`src/rtl/framemask_pkg.sv`:
```
// Shared constants for the 112x112 frame mask (writer and scanner sides).
package framemask_pkg;

   localparam int RESOLUTION     = 112;
   localparam int WORDS_PER_ROW  = 4;
   localparam int ADDR_W         = 9;
   localparam int NUM_WORDS      = RESOLUTION * WORDS_PER_ROW;
   // Valid pixel bits in the last word of each row.
   localparam int LAST_WORD_BITS = RESOLUTION - 32 * (WORDS_PER_ROW - 1);

   typedef enum logic [2:0] {
      ST_IDLE  = 3'd0,
      ST_FETCH = 3'd1,
      ST_LATCH = 3'd2,
      ST_EMIT  = 3'd3,
      ST_DONE  = 3'd4
   } scan_state_t;

   // Low-order mask keeping nbits bits of a 32-bit mask word.
   function automatic logic [31:0] low_bits_mask(input int nbits);
      logic [63:0] m;
      m = (64'd1 << nbits) - 64'd1;
      return m[31:0];
   endfunction

endpackage

```
`src/rtl/bit_find32.sv`:
```
// Combinational lowest-set-bit encoder for one 32-bit mask word.
module bit_find32 (
   input  logic [31:0] word,
   output logic [4:0]  idx,
   output logic        any
);

   // Scan from the top so the lowest set bit is the last one to win.
   always_comb begin
      idx = '0;
      for (int i = 31; i >= 0; i--) begin
         if (word[i]) idx = 5'(i);
      end
      any = |word;
   end

endmodule

```
`src/rtl/mask_scanner.sv`:
```
// Walks the frame mask RAM row-major and hands out each set pixel over
// a valid/ready handshake; pulses frame_done after the final word.
module mask_scanner #(
   parameter int RESOLUTION    = framemask_pkg::RESOLUTION,
   parameter int WORDS_PER_ROW = framemask_pkg::WORDS_PER_ROW,
   parameter int ADDR_W        = framemask_pkg::ADDR_W
) (
   input  logic              clk,
   input  logic              reset,
   input  logic              start,
   input  logic              abort,
   output logic              ram_rd_en,
   output logic [ADDR_W-1:0] ram_addr,
   input  logic [31:0]       ram_rdata,
   output logic              pix_valid,
   output logic [6:0]        pix_row,
   output logic [6:0]        pix_col,
   input  logic              pix_ready,
   output logic              busy,
   output logic              frame_done
);

   import framemask_pkg::*;

   localparam logic [ADDR_W-1:0] LAST_ADDR = ADDR_W'(RESOLUTION * WORDS_PER_ROW - 1);
   localparam logic [1:0]        LAST_WC   = 2'(WORDS_PER_ROW - 1);
   localparam logic [31:0]       LAST_MASK =
      low_bits_mask(RESOLUTION - 32 * (WORDS_PER_ROW - 1));

   scan_state_t state;
   logic [6:0]  row;
   logic [1:0]  wcol;
   logic [31:0] word;
   logic [4:0]  bit_idx;
   logic        word_any;

   bit_find32 u_find (
      .word (word),
      .idx  (bit_idx),
      .any  (word_any)
   );

   // Outputs are pure decodes of registered state; pix_ready only steers
   // the next state, so there is no ready-to-valid combinational path.
   assign ram_addr   = ADDR_W'({row, wcol});
   assign ram_rd_en  = (state == ST_FETCH);
   assign pix_valid  = (state == ST_EMIT) && word_any;
   assign pix_row    = row;
   assign pix_col    = {wcol, bit_idx};
   assign busy       = (state != ST_IDLE);
   assign frame_done = (state == ST_DONE);

   // Scan FSM with row/wordcol counters and the working word register.
   always_ff @(posedge clk or negedge reset) begin
      if (!reset) begin
         state <= ST_IDLE;
         row   <= '0;
         wcol  <= '0;
         word  <= '0;
      end else if (abort && state != ST_IDLE) begin
         state <= ST_IDLE;
      end else begin
         case (state)
            ST_IDLE: begin
               if (start && !abort) begin
                  row   <= '0;
                  wcol  <= '0;
                  word  <= '0;
                  state <= ST_FETCH;
               end
            end
            ST_FETCH: state <= ST_LATCH;
            ST_LATCH: begin
               // Columns past the frame edge in the last word are padding.
               word  <= (wcol == LAST_WC) ? (ram_rdata & LAST_MASK) : ram_rdata;
               state <= ST_EMIT;
            end
            ST_EMIT: begin
               if (word_any) begin
                  if (pix_ready) word <= word & ~(32'd1 << bit_idx);
               end else if (ram_addr == LAST_ADDR) begin
                  state <= ST_DONE;
               end else begin
                  if (wcol == LAST_WC) begin
                     wcol <= '0;
                     row  <= row + 7'd1;
                  end else begin
                     wcol <= wcol + 2'd1;
                  end
                  state <= ST_FETCH;
               end
            end
            ST_DONE: state <= ST_IDLE;
            default: state <= ST_IDLE;
         endcase
      end
   end

endmodule

```
`config.mk`:
```
export PLATFORM = sky130hd
export DESIGN_NAME = mask_scanner
export DESIGN_NICKNAME = d
export VERILOG_FILES = /design/src/rtl/framemask_pkg.sv /design/src/rtl/bit_find32.sv /design/src/rtl/mask_scanner.sv
export SDC_FILE = /design/constraint.sdc
export NUM_CORES = 1
export LEC_CHECK = 0
export ABC_AREA = 0
export CORE_MARGIN = 2
export CORE_UTILIZATION = 25
export DETAILED_ROUTE_END_ITERATION = 10
export PLACE_DENSITY = 0.51
export SYNTH_ARGS = -nofsm -noshare
export SYNTH_HDL_FRONTEND = slang
export SYNTH_HIERARCHICAL = 1
export SYNTH_SLANG_ARGS = --single-unit
```
`constraint.sdc`:
```
create_clock -name clk -period 4 [get_ports clk]
set_input_delay 0.8 -clock clk [delete_from_list [all_inputs] [get_ports clk]]
set_output_delay 0.8 -clock clk [all_outputs]
set_load 0.02 [all_outputs]
```
# == After elaboration in Yosys (flattened, before gate mapping) ==
# Cells that the tools add are included.
# Widths: inputs -> output; s select.
# word_totals
regBits,44
in_bits,37
wordCells,89
# classes
add_sub_neg,2
eq_ne,14
n_shift,1
muxes,52
bitwise,3
reduce_logical,13
# ops
operator,count
$mux 5,32
$mux 32,4
$pmux 32 s3,1
$and 32x32->32,1
$not 32->32,1
$reduce_or 32->1,1
$shl 1x5->32 const A,1
$mux 7,4
$pmux 7 s2,1
$mux 3,4
$pmux 3 s4,1
$ne 2x2->1 const B,5
$reduce_and 5->1,2
$eq 9x9->1 const B,1
$mux 2,4
$add 7x1->7 const B,1
$eq 3x2->1 const B,2
$reduce_and 6->1,1
$reduce_bool 3->1,2
$pmux 2 s2,1
$eq 3x1->1 const B,1
$eq 3x3->1 const B,1
$logic_and 1x1->1,3
$logic_not 3->1,1
9 further kinds,9

# == Longest topological paths before layout ==
# Gate-level depths: netlist of the first run.
# logic_depth
depth_word,38
ltp_mapped,10

# == Cells and area by module ==
# The synthesis of the first run kept the hierarchy.
# by_module_without_submodules
mod,n_inst,cells_per_inst,area_per_inst_um2,seq_area_each_um2
mask_scanner,1,244,2464.9,1101.1
bit_find32,1,65,385.4,0.0

# == Least setup slack after synthesis of the first run ==
# OpenSTA, ideal clock, no wires.
# synth_timing
path_kind,flip-flop to flip-flop
from,register word[28]
to,register word[1]
t_arrival_ps,2796
required_ps,3882
slack_ps,1086
path_stages_with_launch,10
period_less_slack_ps,2914
cell_sequence,dfrtp_1 -> nor3b_1 -> nor3_1 -> o31ai_1 -> o2111ai_1 -> a221oi_1 -> nor3b_1 -> a21oi_1 -> a22o_1 -> a21o_1
# synth_between
elab_chain_len,35
word_cells_on_any_way,38
classes_between,1 x eq/ne; 1 x shift; 32 x mux; 2 x bitwise; 2 x reduce/logical
# synth_lines
element,line,text
start: declaration,mask_scanner.sv:33,logic [31:0] word;
start signal: assignment,mask_scanner.sv:75,word <= (wcol == LAST_WC) ? (ram_rdata & LAST_MASK) : ram_rdata;
start signal: assignment,mask_scanner.sv:80,if (pix_ready) word <= word & ~(32'd1 << bit_idx);
$mux 5 (29 in a row),bit_find32.sv:12,if (word[i]) idx = 5'(i);
via pix_col[0],mask_scanner.sv:17,"output logic [6:0] pix_col,"
$shl 1x5->32,mask_scanner.sv:80,
$not 32->32,mask_scanner.sv:80,
$and 32x32->32,mask_scanner.sv:80,
$mux 32,mask_scanner.sv:80,
$mux 32,mask_scanner.sv:79,if (word_any) begin
$pmux 32 s3,mask_scanner.sv:63,case (state)
# The timed path passes the listed nets, and every way through them passes these cells. The select of a mux whose other input is x is not followed.
# A chain may end at the register's enable or synchronous reset.

# == Worst setup path after layout of the first run ==
# layout_timing
from,register word[27]
to,output pix_valid
# layout_between
elab_chain_len,2
# layout_lines
element,line,text
$reduce_or 32->1,bit_find32.sv:14,any = |word;
via word_any,mask_scanner.sv:35,logic word_any;
$logic_and 1x1->1,mask_scanner.sv:47,assign pix_valid = (state == ST_EMIT) && word_any;
end: declaration,mask_scanner.sv:15,"output logic pix_valid,"
# The timed path passes the listed nets, and every way through them passes these cells.

==> out/metrics.yaml, run 1 <==
synthesis:
  yosys_warnings: 6
  avgSynthCellArea_sq_um: 9.224
  syn_inst: 309
  ys_seq_elements: 44
  synth_edf_count: 0
  yosys.area.top_type: "dfrtp_1"
  synth-seq-area-share_pct: 38.63
  yosysUniqueCellTypes: 53
  synthTopCellsByArea: "dfrtp_1 39%, a22o_1 7.1%, a21o_1 6.6%, a21oi_1 5.3%, a221o_1 3.5%"
  syn_nets: 348
  syn-cell-area_sq_um: 2850
  synth_top_area_share_pct: 38.63
  synthArstFlopShare_pct: 100.0
  dominantRegCellSynth: "dfrtp_1"
cts:
  cts_root_buf: "clkbuf_16"
  cts_htree_levels: 2
  clk_latency_ns: 0.28
  cts_tree: "yes"
  path_clk_slew_ns: 0.06
  cts_buffers: 5
  clk_path_buf_depth: 2
  cts-resized-gates: 0
  postCtsSetupRepairBufs: 0
  cts_sinks: 44
  hold_buffers: 0
setup_path:
  critPathRequiredTime_ns: 3.20
  r2r_end: "word[24]"
  critPathKind: "flop to primary output"
  crit_path_end_kind: "primary output"
  rrSetupSlack_ns: 1.10
  crit_fanout: 6
  critical_path.startpoint_type: "flop"
  cp.arrival_ns: 2.58
  timing.rr.start: "word[7]"
  r2r_cells: 7
place:
  post-place-ws_ns: 0.9596
  port_buffers: 63
  gp_congestion: 0.8634
  dpl.hpwl_mm: 6.220
timing:
  post-route-min-period_ns: 3.383
  finalHoldViolCount: 0
  postLayoutSetupSlackWorst_ns: 0.6166
  max_freq_mhz: 295.6
  maxSlewHeadroom_pct: 27.98
  clock_skew_ns: 0.005453
  fin_crit_sh_pct: 84.58
  max_slew.worst_pin.slew_ns: 1.080
  setup_viol: 0
  slew_violations: 0
  rsz0062_at_grt: "false"
  tns_ns: 0
power_and_ir_drop:
  p_leak_nw: 1.698
  ir_drop_uv: 252.0
  p_per_area_nw_per_um2: 454.4
  p_sw_share_pct: 38.58
  p_seq_share_pct: 36.0
  power_switching_uw: 645.0
  clkPwrFrac_pct: 25.1
  combinationalPowerShare_pct: 39.0
  intPower_mw: 1.027
run:
  cap_violations: 0
global_routing:
  antenna_found_initial: 0
  grt_pass1_vias: 2720
  grt_pass1_wl_mm: 14.31
  grt_usage_pct: 14.21
  grt_overflow: 0
  grt_max_degree: 45
drt:
  vias: 2695
  drtIter0Drc: 137
  drc: 0
  drt-total-wl_mm: 8.740
  ant_nets: 0
  wl_per_cell_um: 17.48
  viasPerCell: 5.390
  dr.pass1.iters: 5
die:
  die-width_um: 110.8
  die_height_um: 110.8
  io_pins: 64
  die_area_sq_um: 12270
  start_util_pct: 25.95
  num_rows: 38
  design.core.area_sq_um: 10980
finish:
  syn_to_final_growth_pct: 29.06
  drive_gt1_share_pct: 6.667
  final_nets: 398
  final_util_pct: 33.49
  n_antenna_cell: 0
hold_path:
  min_path_cells: 1
  hp-start: "pix_row[6]"
  whs_endpoint: "pix_row[6]"
  min_path_type: "flop to flop"
run_status:
  status: "complete, no violations"
## critical path, stage by stage (launching register included)
cell,delay [ns]
dfrtp_1,0.43
nor4_1,0.36
nand3_1,0.18
nor3_2,0.25
nand4_1,0.28
and2_1,0.26
clkdlybuf4s50_1,0.54
## worst max-delay path by stage
stage	from	to	slack (ns)
after global routing	word[27]	pix_valid	0.50
after floorplan	word[28]	word[1]	1.09
final	word[27]	pix_valid	0.62
after detailed placement	word[19]	pix_col[2]	0.96
after global placement	word[19]	pix_col[2]	0.98
after CTS	word[19]	pix_valid	0.65
## synthesized netlist by cell type (2+ instances only)
library cell,instances
a2111oi_0,2
a21o_1,25
a21oi_1,30
a221o_1,10
a22o_1,23
and2_1,4
and3_1,11
and3b_1,4
buf_2,8
buf_4,11
buf_6,2
clkbuf_1,4
dfrtp_1,44
ha_1,2
inv_1,7
nand2_1,18
nand3_1,9
nor2_1,18
nor2b_1,4
nor3_1,9
nor3_2,2
nor3b_1,6
nor4_1,7
o211ai_1,2
o21ai_0,3
o21ai_1,7
o31ai_1,6
or4_1,5
or4_4,2
## power groups by stage
stage / Sequential (mW) / Combinational, mW / Clock (mW)
finish: 0.601 / 0.651 / 0.419
detailed placement: 0.606 / 0.642 / 0
global placement: 0.603 / 0.639 / 0
global route: 0.614 / 0.702 / 0.445
floorplan: 0.576 / 0.417 / 0
CTS: 0.598 / 0.646 / 0.432
## area by class of cell
class,count,area [sq um]
inverters,7,26.28
fillers,1133,7305
repair buffers,68,663.1
flip-flops and latches,44,1101
multi-input cells,233,1567
well taps,140,175.2
clock buffers,8,146.4
## flip-flops by register name, summed over array words and instances, names as in the netlist
| name | count |
|---|---|
| pix_row | 7 |
| state | 3 |
| wcol | 2 |
| word | 32 |
## cell families (layout without fill, tap and decap cells)
logic type	after synthesis	count (layout)	synth area share [%]
AOI/OAI and AO/OA	119	119	30.20
adders and majority gates	2	2	0.8778
buffers and inverters	32	83	6.541
DFF	44	44	38.63
muxes	1	1	0.3951
and+or+nand+nor	111	111	23.35
## stage by stage
stage / std cells / hold WS [ns] / power [mW] / instance area, sq um
after floorplan: 309 / 0.5044 / 0.9932 / 2850
after global placement: 492 / 0.5368 / 1.242 / 3532
after detailed placement: 492 / 0.5486 / 1.248 / 3532
after CTS: 500 / 0.5626 / 1.676 / 3679
after global routing: 500 / 0.5896 / 1.761 / 3679
final: 500 / 0.5559 / 1.672 / 3679
## layout by cell type, fill, tap and decap left out, drive strengths merged, types with 2 or more instances in the layout
cell	instances
a2111oi	2
a21boi	2
a21o	25
a21oi	30
a221o	10
a22o	23
and2	4
and3	11
and3b	5
buf	6
clkbuf	8
clkdlybuf4s50	62
dfrtp	44
ha	2
inv	7
nand2	19
nand3	9
nand3b	2
nor2	18
nor2b	4
nor3	11
nor3b	7
nor4	7
o211ai	2
o21ai	10
o31ai	6
or4	7
## per-layer routing
layer  global-route usage [%]  wire length, um  vias to the layer above  share of wire [%]
met1                    19.55             4069                     1313                 47
met5                        0                0                        -                  0
met4                    3.333               94                        0                1.1
met2                    23.03             4112                       95                 47
li1                         -                -                     1275                  -
met3                    2.843              464                       12                5.3
No activity file was read; power rests on OpenSTA's default activity.
==> run 2, diff against run 1 <==
- PLACE_DENSITY: 0.51 -> 0.53
- clock period: 4 -> 2.85 ns (I/O delays scaled with it)
==> out/metrics.yaml, run 2 (same netlist as run 1, synthesis figures left out) <==
run_status:
  status: "complete, no violations"
global_routing:
  grt_max_degree: 36
  grt_usage_pct: 14.95
  grt_overflow: 0
  antenna_found_initial: 0
  grt_pass1_vias: 2895
  grt_pass1_wl_mm: 15.12
finish:
  final_nets: 422
  stdcell_count: 524
  n_antenna_cell: 0
  final_common_cell: "clkdlybuf4s50_1"
  largest_reg_flops: 32
  drive_gt1_share_pct: 14.32
  top_register: "word"
  syn_to_final_growth_pct: 37.27
  layout.cells.most_common_list: "56 x clkdlybuf4s50_1, 44 x dfrtp_1, 30 x a21oi_1"
die:
  start_util_pct: 25.95
  die_area_sq_um: 12270
  num_rows: 38
  die-width_um: 110.8
  design.core.area_sq_um: 10980
  io_pins: 64
  die_height_um: 110.8
drt:
  viasPerCell: 5.246
  ant_nets: 0
  drc: 0
  drtIter0Drc: 175
  wl_per_cell_um: 17.09
  vias: 2749
  dr.pass1.iters: 4
  drt-total-wl_mm: 8.956
timing:
  post-route-min-period_ns: 2.757
  slew_violations: 0
  finalHoldViolCount: 0
  maxSlewHeadroom_pct: 59.41
  setup_viol: 0
  max_freq_mhz: 362.7
  tns_ns: 0
  max_slew.worst_pin.slew_ns: 0.6057
  clock_skew_ns: 0.01122
  fin_crit_sh_pct: 96.74
cts:
  path_clk_slew_ns: 0.07
  cts_tree: "yes"
  hold_buffers: 0
  cts_buffers: 5
  clk_latency_ns: 0.29
  cts_htree_levels: 2
  cts_sinks: 44
  clk_path_buf_depth: 2
  cts_root_buf: "clkbuf_16"
place:
  gp_congestion: 0.8710
  dpl.hpwl_mm: 6.478
  port_buffers: 63
  place_inst: 515
setup_path:
  cpMaxStageDelayCell: "or4_4"
  critical_path.startpoint_type: "flop"
  crit_fanout: 5
  critPathRequiredTime_ns: 2.28
  path_cells: "or4_4 > nor2_1 > nand2_1 > a21oi_1 > dlygate4sd2_1"
  crit_path_end_kind: "primary output"
  cp.arrival_ns: 2.19
  slowest_delay_ns: 0.57
  critPathKind: "flop to primary output"
power_and_ir_drop:
  ir_drop_uv: 419.4
  p_per_area_nw_per_um2: 662.5
  p_leak_nw: 1.858
hold_path:
  min_path_type: "input pin to asynchronous set/reset pin"
run:
  cap_violations: 0
==> run 2: path summary, 6_finish.rpt <==
path / slack, ns / cells after the start / end / start
max: 0.09 / 5 / pix_col[3] / word[18]
min in group clk: 0.56 / 1 / word[30] / word[30]
min: 0.14 / 1 / pix_row[6] / reset
max reg2reg: 0.20 / 10 / word[24] / word[15]
min reg2reg: 0.56 / 1 / word[30] / word[30]
max in group asynchronous: 1.93 / 2 / word[30] / reset
==> run 2: critical path, delay by kind of cell, from the launching register on <==
family,cells,cell delay [ns]
AO/OA/AOI/OAI,1,0.32
flip-flops,1,0.42
buffers and inverters,1,0.39
AND/OR/NAND/NOR,3,0.77
==> run 2: final cells by class <==
class,count,area (sq um)
repair buffers,92,844.6
clock inverters,3,42.54
fillers,1119,7071
clock buffers,5,125.1
inverters,7,26.28
flip-flops and latches,44,1101
well taps,140,175.2
multi-input cells,233,1598
==> run 2: where the power goes <==
group / switching, mW / total (mW) / internal, mW
Sequential: 0.118 / 0.825 / 0.707
Clock: 0.257 / 0.669 / 0.412
Combinational: 0.590 / 1.10 / 0.507
Total: 0.965 / 2.59 / 1.63
==> run 2: repair_timing <==
item                                    CTS  global route
resized for setup                         9             3
pin swaps                                 0             2
endpoints found under the setup margin    6             7
setup buffers                             0             1
==> run 2: per-stage QoR <==
step	util, %	total power [mW]	hold slack [ns]	instance area [sq um]	setup WS (ns)
after CTS	35.53	2.594	0.1482	3902	0.1047
final	35.62	2.592	0.1427	3913	0.09300
after detailed placement	33.90	1.926	0.4596	3724	0.1264
after global placement	33.90	1.927	0.4634	3724	0.1291
after global routing	35.62	2.771	0.1511	3913	-0.02411
after floorplan	-	1.401	0.2744	2856	0.01324
==> run 2: layer usage <==
layer / up-vias / global-route usage (%) / wire [um]
li1: 1325 / - / -
met1: 1336 / 20.39 / 4013
met2: 77 / 23.97 / 4277
met3: 11 / 3.226 / 521
met4: 0 / 4.083 / 144
met5: - / 0 / 0
